[src/rtl/calc_pkg.sv]
// Shared constants for the keypad calculator sequencer: key codes, operator
// encoding, FSM state codes with their phase mapping, and the display address.
package calc_pkg;

    // ASCII key codes recognised by the sequencer
    localparam logic [7:0] KEY_DIGIT_LO = 8'h30;
    localparam logic [7:0] KEY_DIGIT_HI = 8'h39;
    localparam logic [7:0] KEY_PLUS     = 8'h2B;
    localparam logic [7:0] KEY_MINUS    = 8'h2D;
    localparam logic [7:0] KEY_STAR     = 8'h2A;
    localparam logic [7:0] KEY_EQ       = 8'h3D;
    localparam logic [7:0] KEY_CLR      = 8'h43;

    // ALU operator encoding
    localparam logic [1:0] OP_ADD = 2'd0;
    localparam logic [1:0] OP_SUB = 2'd1;
    localparam logic [1:0] OP_MUL = 2'd2;

    // FSM state codes
    localparam logic [2:0] S_IDLE = 3'd0;
    localparam logic [2:0] S_OPA  = 3'd1;
    localparam logic [2:0] S_OPB  = 3'd2;
    localparam logic [2:0] S_EXEC = 3'd3;
    localparam logic [2:0] S_SHOW = 3'd4;

    // Externally visible phase codes
    localparam logic [1:0] PH_IDLE = 2'd0;
    localparam logic [1:0] PH_OPA  = 2'd1;
    localparam logic [1:0] PH_OPB  = 2'd2;
    localparam logic [1:0] PH_EXEC = 2'd3;

    localparam logic [31:0] CALC_DISP_ADDR = 32'h0040_0004;

    // IDLE and SHOW both present as "idle/result" to the outside world
    function automatic logic [1:0] state_phase(input logic [2:0] s);
        logic [1:0] ph;
        ph = PH_IDLE;
        case (s)
            S_OPA:   ph = PH_OPA;
            S_OPB:   ph = PH_OPB;
            S_EXEC:  ph = PH_EXEC;
            default: ph = PH_IDLE;
        endcase
        return ph;
    endfunction

endpackage

[src/rtl/calc_sequencer_key_decoder.sv]
// Combinational classifier: turns a raw key code into digit / operator /
// equals / clear flags plus the operator encoding. Unknown codes raise nothing.
module key_decoder
    import calc_pkg::*;
#(
    parameter int KEY_W = 8
) (
    input  logic [KEY_W-1:0] key_code,
    output logic             is_digit,
    output logic             is_op,
    output logic [1:0]       op,
    output logic             is_eq,
    output logic             is_clr
);

    // Classify the key code
    always_comb begin
        is_digit = (key_code >= KEY_W'(KEY_DIGIT_LO)) && (key_code <= KEY_W'(KEY_DIGIT_HI));
        is_eq    = (key_code == KEY_W'(KEY_EQ));
        is_clr   = (key_code == KEY_W'(KEY_CLR));
        is_op    = 1'b1;
        op       = OP_ADD;
        if (key_code == KEY_W'(KEY_PLUS)) begin
            op = OP_ADD;
        end else if (key_code == KEY_W'(KEY_MINUS)) begin
            op = OP_SUB;
        end else if (key_code == KEY_W'(KEY_STAR)) begin
            op = OP_MUL;
        end else begin
            is_op = 1'b0;
        end
    end

endmodule

[src/rtl/calc_sequencer.sv]
// Keypad calculator control FSM. Builds operand A and B from digit keys
// (8 bits per key, most recent key in the low byte), latches the operator,
// runs one ALU transaction per '=' and strobes every operand/result change
// to the memory-mapped display.
//
// Handshake: alu_req is high for the whole EXEC state; alu_a/alu_b/alu_op are
// flop outputs that cannot change while alu_req=1. alu_done is a one-cycle
// pulse only looked at while alu_req=1; the edge that sees it leaves EXEC,
// so alu_req drops and the result strobe appears in the same following cycle.
module calc_sequencer
    import calc_pkg::*;
#(
    parameter int               KEY_W     = 8,
    parameter int               DATA_W    = 32,
    parameter int               MAX_KEYS  = 4,
    parameter logic [DATA_W-1:0] DISP_ADDR = DATA_W'(CALC_DISP_ADDR)
) (
    input  logic              clk,
    input  logic              rst_n,
    input  logic              key_valid,
    input  logic [KEY_W-1:0]  key_code,
    output logic              alu_req,
    output logic [1:0]        alu_op,
    output logic [DATA_W-1:0] alu_a,
    output logic [DATA_W-1:0] alu_b,
    input  logic              alu_done,
    input  logic [DATA_W-1:0] alu_result,
    output logic              disp_we,
    output logic [DATA_W-1:0] disp_addr,
    output logic [DATA_W-1:0] disp_data,
    output logic [1:0]        phase,
    output logic              busy
);

    localparam int CNT_W = $clog2(MAX_KEYS + 1);
    localparam logic [CNT_W-1:0] CNT_MAX = CNT_W'(MAX_KEYS);

    logic             is_digit;
    logic             is_op;
    logic [1:0]       key_op;
    logic             is_eq;
    logic             is_clr;

    logic [2:0]        state_q, state_d;
    logic [DATA_W-1:0] a_q, a_d;
    logic [DATA_W-1:0] b_q, b_d;
    logic [CNT_W-1:0]  cnt_a_q, cnt_a_d;
    logic [CNT_W-1:0]  cnt_b_q, cnt_b_d;
    logic [1:0]        op_q, op_d;
    logic [DATA_W-1:0] res_q, res_d;
    logic              disp_we_q, disp_we_d;
    logic [DATA_W-1:0] disp_data_q, disp_data_d;

    key_decoder #(.KEY_W(KEY_W)) u_key_decoder (
        .key_code (key_code),
        .is_digit (is_digit),
        .is_op    (is_op),
        .op       (key_op),
        .is_eq    (is_eq),
        .is_clr   (is_clr)
    );

    // Next-state, operand and display-strobe logic
    always_comb begin
        state_d     = state_q;
        a_d         = a_q;
        b_d         = b_q;
        cnt_a_d     = cnt_a_q;
        cnt_b_d     = cnt_b_q;
        op_d        = op_q;
        res_d       = res_q;
        disp_we_d   = 1'b0;
        disp_data_d = disp_data_q;

        if (state_q == S_EXEC) begin
            // Keys are dropped here, including one coinciding with alu_done
            if (alu_done) begin
                res_d       = alu_result;
                state_d     = S_SHOW;
                disp_we_d   = 1'b1;
                disp_data_d = alu_result;
            end
        end else if (key_valid) begin
            if (is_clr) begin
                state_d     = S_IDLE;
                a_d         = '0;
                b_d         = '0;
                cnt_a_d     = '0;
                cnt_b_d     = '0;
                op_d        = OP_ADD;
                disp_we_d   = 1'b1;
                disp_data_d = '0;
            end else begin
                case (state_q)
                    S_IDLE, S_SHOW: begin
                        if (is_digit) begin
                            // Fresh calculation; any previous result is discarded
                            a_d         = DATA_W'(key_code);
                            cnt_a_d     = CNT_W'(1);
                            b_d         = '0;
                            cnt_b_d     = '0;
                            state_d     = S_OPA;
                            disp_we_d   = 1'b1;
                            disp_data_d = DATA_W'(key_code);
                        end else if (is_op && (state_q == S_SHOW)) begin
                            // Chain: the last result becomes a full operand A
                            a_d     = res_q;
                            cnt_a_d = CNT_MAX;
                            b_d     = '0;
                            cnt_b_d = '0;
                            op_d    = key_op;
                            state_d = S_OPB;
                        end
                    end
                    S_OPA: begin
                        if (is_digit && (cnt_a_q < CNT_MAX)) begin
                            a_d         = (a_q << KEY_W) | DATA_W'(key_code);
                            cnt_a_d     = cnt_a_q + CNT_W'(1);
                            disp_we_d   = 1'b1;
                            disp_data_d = (a_q << KEY_W) | DATA_W'(key_code);
                        end else if (is_op && (cnt_a_q != '0)) begin
                            op_d    = key_op;
                            b_d     = '0;
                            cnt_b_d = '0;
                            state_d = S_OPB;
                        end
                    end
                    S_OPB: begin
                        if (is_digit && (cnt_b_q < CNT_MAX)) begin
                            b_d         = (b_q << KEY_W) | DATA_W'(key_code);
                            cnt_b_d     = cnt_b_q + CNT_W'(1);
                            disp_we_d   = 1'b1;
                            disp_data_d = (b_q << KEY_W) | DATA_W'(key_code);
                        end else if (is_op && (cnt_b_q == '0)) begin
                            // Operator may still be changed until B is started
                            op_d = key_op;
                        end else if (is_eq && (cnt_b_q != '0)) begin
                            state_d = S_EXEC;
                        end
                    end
                    default: begin
                    end
                endcase
            end
        end
    end

    // State and datapath registers, cleared asynchronously
    always_ff @(posedge clk or negedge rst_n) begin
        if (!rst_n) begin
            state_q     <= S_IDLE;
            a_q         <= '0;
            b_q         <= '0;
            cnt_a_q     <= '0;
            cnt_b_q     <= '0;
            op_q        <= OP_ADD;
            res_q       <= '0;
            disp_we_q   <= 1'b0;
            disp_data_q <= '0;
        end else begin
            state_q     <= state_d;
            a_q         <= a_d;
            b_q         <= b_d;
            cnt_a_q     <= cnt_a_d;
            cnt_b_q     <= cnt_b_d;
            op_q        <= op_d;
            res_q       <= res_d;
            disp_we_q   <= disp_we_d;
            disp_data_q <= disp_data_d;
        end
    end

    // Outputs come straight from flops so they fall with reset immediately
    always_comb begin
        alu_req   = (state_q == S_EXEC);
        busy      = (state_q == S_EXEC);
        alu_op    = op_q;
        alu_a     = a_q;
        alu_b     = b_q;
        disp_we   = disp_we_q;
        disp_data = disp_data_q;
        disp_addr = DISP_ADDR;
        phase     = state_phase(state_q);
    end

endmodule

[config.mk]
export PLATFORM = sky130hd
export DESIGN_NAME = calc_sequencer
export DESIGN_NICKNAME = d
export VERILOG_FILES = /design/src/rtl/calc_pkg.sv /design/src/rtl/calc_sequencer_key_decoder.sv /design/src/rtl/calc_sequencer.sv
export SDC_FILE = /design/constraint.sdc
export NUM_CORES = 1
export LEC_CHECK = 0
export BUFFER_PORTS_ARGS = -buffer_cell sky130_fd_sc_hd__buf_2
export CAP_MARGIN = 20
export CELL_PAD_IN_SITES_DETAIL_PLACEMENT = 0
export CELL_PAD_IN_SITES_GLOBAL_PLACEMENT = 2
export CORE_MARGIN = 10
export CORE_UTILIZATION = 36
export CTS_CLUSTER_DIAMETER = 50
export DETAILED_ROUTE_END_ITERATION = 6
export MAX_ROUTING_LAYER = met4
export PLACE_DENSITY = 0.85
export SYNTH_ARGS = -nofsm -noshare
export SYNTH_HDL_FRONTEND = slang
export SYNTH_SLANG_ARGS = --single-unit
[constraint.sdc]
create_clock -name clk -period 3.67 [get_ports clk]
set_input_delay 0.367 -clock clk [delete_from_list [all_inputs] [get_ports clk]]
set_output_delay 0.367 -clock clk [all_outputs]
set_load 0.005 [all_outputs]
==> impl_metrics.yaml, run 1 <==
global_routing:
  largest_net_degree_at_the_start_of_global_routing: 98
  overflow: 0
  antenna_found_initial: 0
  grt_pass1_wl_um: 35100
  grt_usage_pct: 17.8
  vias_in_the_first_global_route: 5882
worst_setup_path:
  timing.critical_path.slowest_cell_delay_ns: 0.63
  cpLargestDelayFamily: "compound AO/OA/AOI/OAI gates"
  crit_required_ns: 4.01
  crit-reg2reg-capture: "alu_b[3]"
  crit_buf_inv: 1
  critical_path_class: "reg2reg"
  worstSetupStartpointType: "register"
  worstPathArrival_ns: 2.84
  cpMaxStageDelayCell: "dfrtp_1"
  cp_cell_sequence: "or3b_4 -> a21oi_2 -> a211o_1 -> a31o_1 -> buf_4 -> mux2i_1"
  critPathCaptureType: "register"
  path_max_fanout: 34
  timing.reg2reg.setup_slack_ns: 1.17
  rr_startpoint: "state_q[0]"
  r2r_cells: 6
synth:
  synth_warnings: 0
  synthMostInstantiatedCell: "dfrtp_1"
  yosysTopAreaCell: "dfrtp_1"
  ys_ff_latch: 140
  post_synth_instance_area_mm2: 0.00709
  syn-mean-instance-area_um2: 10.5
  synth_cell_types: 54
  synth_seq_area_share_pct: 49.4
  synth.top_cells.by_area: "dfrtp_1 49%, nand2_1 7.3%, mux2_2 6.4%"
  synth_edf_count: 0
  postSynth.asyncResetShare_pct: 100
  synth_top_area_share_pct: 49.4
  yosys_most_used_dff: "dfrtp_1"
  synth_top_cells_by_count: "140 x dfrtp_1, 138 x nand2_1, 48 x a22oi_1, 40 x mux2_2, 38 x nor2_1"
  synthesis.instances: 675
route:
  drc_errors: 2
  drt-vias-per-instance: 5.18
  wl_um: 22700
  drt_first_iter_violations: 381
  drt_pre_antenna_iters: 7
  wl_per_instance_um: 21.0
  antenna_violating_nets_post_route: 0
  detailroute.via_count: 5603
cells_and_area:
  layout-area-overhead-vs-synth_pct: 20.7
  final_core_util_pct: 44.1
  fraction_of_layout_cells_with_a_size_suffix_above_1_pct: 33.3
  num-nets-final: 854
  ant_diodes: 0
floorplan:
  dieArea_mm2: 0.0257
  die_height_um: 160
  fp-row-count: 51
  starting_density_pct: 36.5
  floorplan.core_area_mm2: 0.0194
  die_width_um: 160
  design.portCount: 179
placed_design:
  place.port_buffers: 146
  finalWeightedCongestion: 0.895
  hpwl_um: 15900
  post-place-ws_ns: 1.03
timing:
  min_period_over_period_pct: 68.2
  achievable-frequency_mhz: 399
  setup_viol: 0
  totalNegativeSetupSlack_ns: 0
  fin_crit_ns: 2.50
  drv_slew: 0
  timing_hold_violations_final: 0
  grt_setup_unrepaired: "no"
  setup_slack_ns: 1.17
  timing_worst_slew_pin_value_ns: 0.882
  fin_worst_skew_ns: 0.0119
  maxSlewHeadroom_pct: 41.2
status:
  violations: "design-rule violations"
  status: "complete, but fails checks"
clock_network:
  htree_num_levels: 4
  cts_root_buffer: "clkbuf_16"
  cts-resized-gates: 0
  clk_path_buf_depth: 2
  tritoncts: "yes"
  clkLatencyLatePin_ns: 0.42
  cts_post_setup_buffers_inserted: 0
  path_clk_slew_ns: 0.06
  post_cts_hold_buffer_count: 0
  clock_sinks: 140
  cts_buffers: 17
pwr:
  irDropWorstVdd_v: 0.000350
  power.static_leakage_nw: 4.58
  pwr_density_cell_mw_per_mm2: 453
  p_total_w: 0.00388
run:
  cap_viol_max_count: 0
worst_hold_path:
  holdCritPathClass: "in2async"
how the worst max path moves through the flow:
| stage | depth (start not counted) | slack, ns | endpoint | startpoint |
|---|---|---|---|---|
| finish | 6 | 1.17 | alu_b[3] | state_q[0] |
| global route | 6 | 1.03 | state_q[0] | state_q[1] |
| CTS | 6 | 1.21 | alu_b[3] | state_q[0] |
| detailed placement | 7 | 1.03 | alu_a[9] | key_code[5] |
| global placement | 7 | 1.13 | alu_a[9] | key_code[1] |
| floorplan | 8 | 1.60 | alu_a[0] | state_q[2] |
worst reg2reg max path: stages, from the launching register on:
cell     delay, ns
dfrtp_1       0.63
or3b_4        0.48
a21oi_2       0.26
a211o_1       0.32
a31o_1        0.13
buf_4         0.37
mux2i_1       0.25
cells in the final DEF, fill, tap and decap left out, drive strengths merged, types with 3 or more instances in the layout:
| cell | n |
|---|---|
| nand2 | 138 |
| clkbuf | 18 |
| nand2b | 3 |
| o21ai | 32 |
| a21o | 5 |
| nand3 | 3 |
| inv | 17 |
| nor3b | 3 |
| a22o | 31 |
| bufinv | 4 |
| mux2i | 11 |
| a22oi | 48 |
| and3 | 3 |
| ha | 4 |
| nor2 | 38 |
| conb | 32 |
| clkinv | 3 |
| o2111ai | 4 |
| mux2 | 67 |
| a21oi | 11 |
| buf | 162 |
| and2 | 5 |
| dfrtp | 140 |
sequential cells by signal (all words and copies together), names as in the netlist:
signal	flops
alu_a	32
alu_b	32
disp_data	32
res_q	32
cnt_a_q	3
cnt_b_q	3
state_q	3
alu_op	2
disp_we	1
power by group:
group          internal (W)  switching, W
combinational      0.000141      0.000195
sequential          0.00161     0.0000767
clock               0.00116      0.000699
stage by stage:
step | instance area (um^2) | hold slack (ns) | std cells
floorplan | 7200 | 0.0714 | 705
finish | 8560 | 0.0452 | 1082
detailed placement | 7930 | 0.462 | 1052
global placement | 7930 | 0.459 | 1052
CTS | 8560 | 0.0751 | 1082
global route | 8560 | 0.104 | 1082
cell families after synthesis:
family	share of synthesized area, %
and+or+nand+nor	12.9
AOI/OAI and AO/OA	15.5
DFF	49.4
buffers and inverters	7.80
muxes	13.6
adders and majority gates	0.706
other	0.106
cell type report:
class                      count  area, um^2
clock inverter                12         188
sequential                   140        3500
fill                        1945       10800
timing repair buffer         162         870
tap                          265         332
clock buffer                  18         439
inverter                      13        48.8
multi-input combinational    472        3180
layer usage:
| layer | global-route usage, % | vias to the layer above | wire length [um] |
|---|---|---|---|
| li1 | - | 2559 | - |
| met2 | 28.1 | 188 | 10900 |
| met4 | 6.05 | 0 | 424 |
| met1 | 22.5 | 2834 | 10300 |
| met5 | - | - | 0 |
| met3 | 3.63 | 22 | 1020 |
Note: power is estimated with default switching activity, not from simulation.
==> inputs of run 2 (changes only) <==
- CORE_UTILIZATION: 36 -> 30
- PLACE_DENSITY: 0.85 -> 0.75
- clock period: 3.67 -> 2.3 ns (I/O delays scaled with it)
==> run 2 against run 1 <==
Net effect: the run now ends clean; wire length up 4.8%; critical path depth unchanged; register-to-register slack got worse by 1.1 ns; total power is 58% higher; clock skew rose by 0.00074 ns; cell area increased by 5.6%; clock power increased by 53%; combinational power rose by 90%; critical endpoint is now alu_a[28]; largest cell class unchanged; largest power group unchanged.
==> impl_metrics.yaml, run 2 (synthesis results as in run 1) <==
cells_and_area:
  num-nets-final: 890
  fillers: 2373
  layout-area-overhead-vs-synth_pct: 27.4
  fraction_of_layout_cells_with_a_size_suffix_above_1_pct: 35.6
  final_core_util_pct: 38.7
  layout.cell_area.non_filler_mm2: 0.00903
  commonest_cells_after_routing_fill_and_taps_aside: "145 x buf_2, 138 x nand2_1, 138 x dfrtp_1, 48 x a22oi_1, 40 x mux2_2"
  layout.cells.most_common: "buf_2"
timing:
  fin_crit_ns: 2.23
  setup_viol: 0
  drv_slew: 0
  min_period_over_period_pct: 97.1
  grt_setup_unrepaired: "no"
  setup_slack_ns: 0.0662
  achievable-frequency_mhz: 448
  totalNegativeSetupSlack_ns: 0
  timing_hold_violations_final: 0
  fin_worst_skew_ns: 0.0126
run:
  cap_viol_max_count: 0
worst_hold_path:
  holdCritPathClass: "in2reg"
global_routing:
  grt_pass1_wl_um: 37000
  antenna_found_initial: 2
  overflow: 0
  grt_usage_pct: 16.2
  vias_in_the_first_global_route: 5886
  largest_net_degree_at_the_start_of_global_routing: 52
clock_network:
  clk_path_buf_depth: 2
  clkLatencyLatePin_ns: 0.42
  clock_sinks: 140
  cts_root_buffer: "clkbuf_16"
  path_clk_slew_ns: 0.06
  cts_buffers: 17
  tritoncts: "yes"
  htree_num_levels: 4
  cts_post_setup_buffers_inserted: 0
worst_setup_path:
  crit_required_ns: 2.60
  path_max_fanout: 21
  critPathCaptureType: "register"
  worstPathArrival_ns: 2.54
  critical_path_class: "reg2reg"
  worstSetupStartpointType: "register"
floorplan:
  die_width_um: 174
  floorplan.core_area_mm2: 0.0233
  starting_density_pct: 30.4
  fp-row-count: 56
  dieArea_mm2: 0.0302
  design.portCount: 179
  die_height_um: 174
route:
  wl_um: 23800
  drt_first_iter_violations: 398
  antenna_violating_nets_post_route: 0
  drt_pre_antenna_iters: 5
  detailroute.via_count: 5524
  drt-vias-per-instance: 4.70
  drc_errors: 0
  wl_per_instance_um: 20.2
placed_design:
  place_area_mm2: 0.00831
  post-place-ws_ns: 0.0713
  place.port_buffers: 146
  hpwl_um: 17300
  finalWeightedCongestion: 0.836
pwr:
  irDropWorstVdd_v: 0.000474
  pwr_density_cell_mw_per_mm2: 681
  power.static_leakage_nw: 4.77
status:
  status: "finished, final reports clean"
-- run 2: timing repair --
action | CTS | global route
resized for setup | 0 | 5
hold buffers | 9 | 1
endpoints found under the setup margin | 0 | 78
hold endpoints to repair | 45 | 1
-- run 2: per-layer routing --
| metal | track usage, % | vias up | part of all wire, % |
|---|---|---|---|
| met5 | - | - | 0 |
| met4 | 5.20 | 0 | 1.4 |
| met3 | 3.75 | 16 | 4.5 |
| met2 | 23.4 | 164 | 46 |
| met1 | 21.9 | 2706 | 48 |
| li1 | - | 2638 | - |
-- run 2: power breakdown --
part | total, W | internal, W | switching (W)
clock network | 0.00284 | 0.00168 | 0.00116
logic | 0.000640 | 0.000284 | 0.000356
registers | 0.00267 | 0.00257 | 0.000100
total | 0.00615 | 0.00453 | 0.00161
-- run 2: critical path, cell delays in order, from the launching register on --
cell     delay [ns]
dfrtp_1        0.49
or3b_4         0.45
a21oi_2        0.26
a21oi_1        0.11
o211a_2        0.29
buf_12         0.18
mux2_4         0.30
-- run 2: layout make-up --
type	instances	area, um^2	share of cell area, %
well taps	319	399	4.42
clock buffers	19	453	5.01
diodes	2	5.00	0.0554
clock inverters	13	155	1.72
multi-input cells	472	3190	35.3
flip-flops and latches	140	3510	38.8
repair buffers	198	1280	14.1
inverters	13	48.8	0.540
-- run 2: final timing paths --
| path | end | cells past startpoint | from | slack (ns) |
|---|---|---|---|---|
| setup / recovery | alu_a[28] | 6 | state_q[1] | 0.07 |
| hold / removal | res_q[16] | 3 | alu_result[16] | 0.01 |
| setup reg to reg | alu_a[28] | 6 | state_q[1] | 0.07 |
| hold reg to reg | res_q[19] | 2 | res_q[19] | 0.47 |
| max in group asynchronous | state_q[2] | 3 | rst_n | 1.38 |
| min in group asynchronous | alu_a[26] | 2 | rst_n | 0.29 |
-- run 2: metrics by stage --
stage,hold slack (ns),power (W),instances
5_1_grt,0.00941,0.00642,1176
6_report,0.0149,0.00615,1176
3_3_place_gp,0.187,0.00335,1132
2_1_floorplan,-0.0656,0.00301,705
4_1_cts,0.000234,0.00622,1173
3_5_place_dp,0.185,0.00334,1132
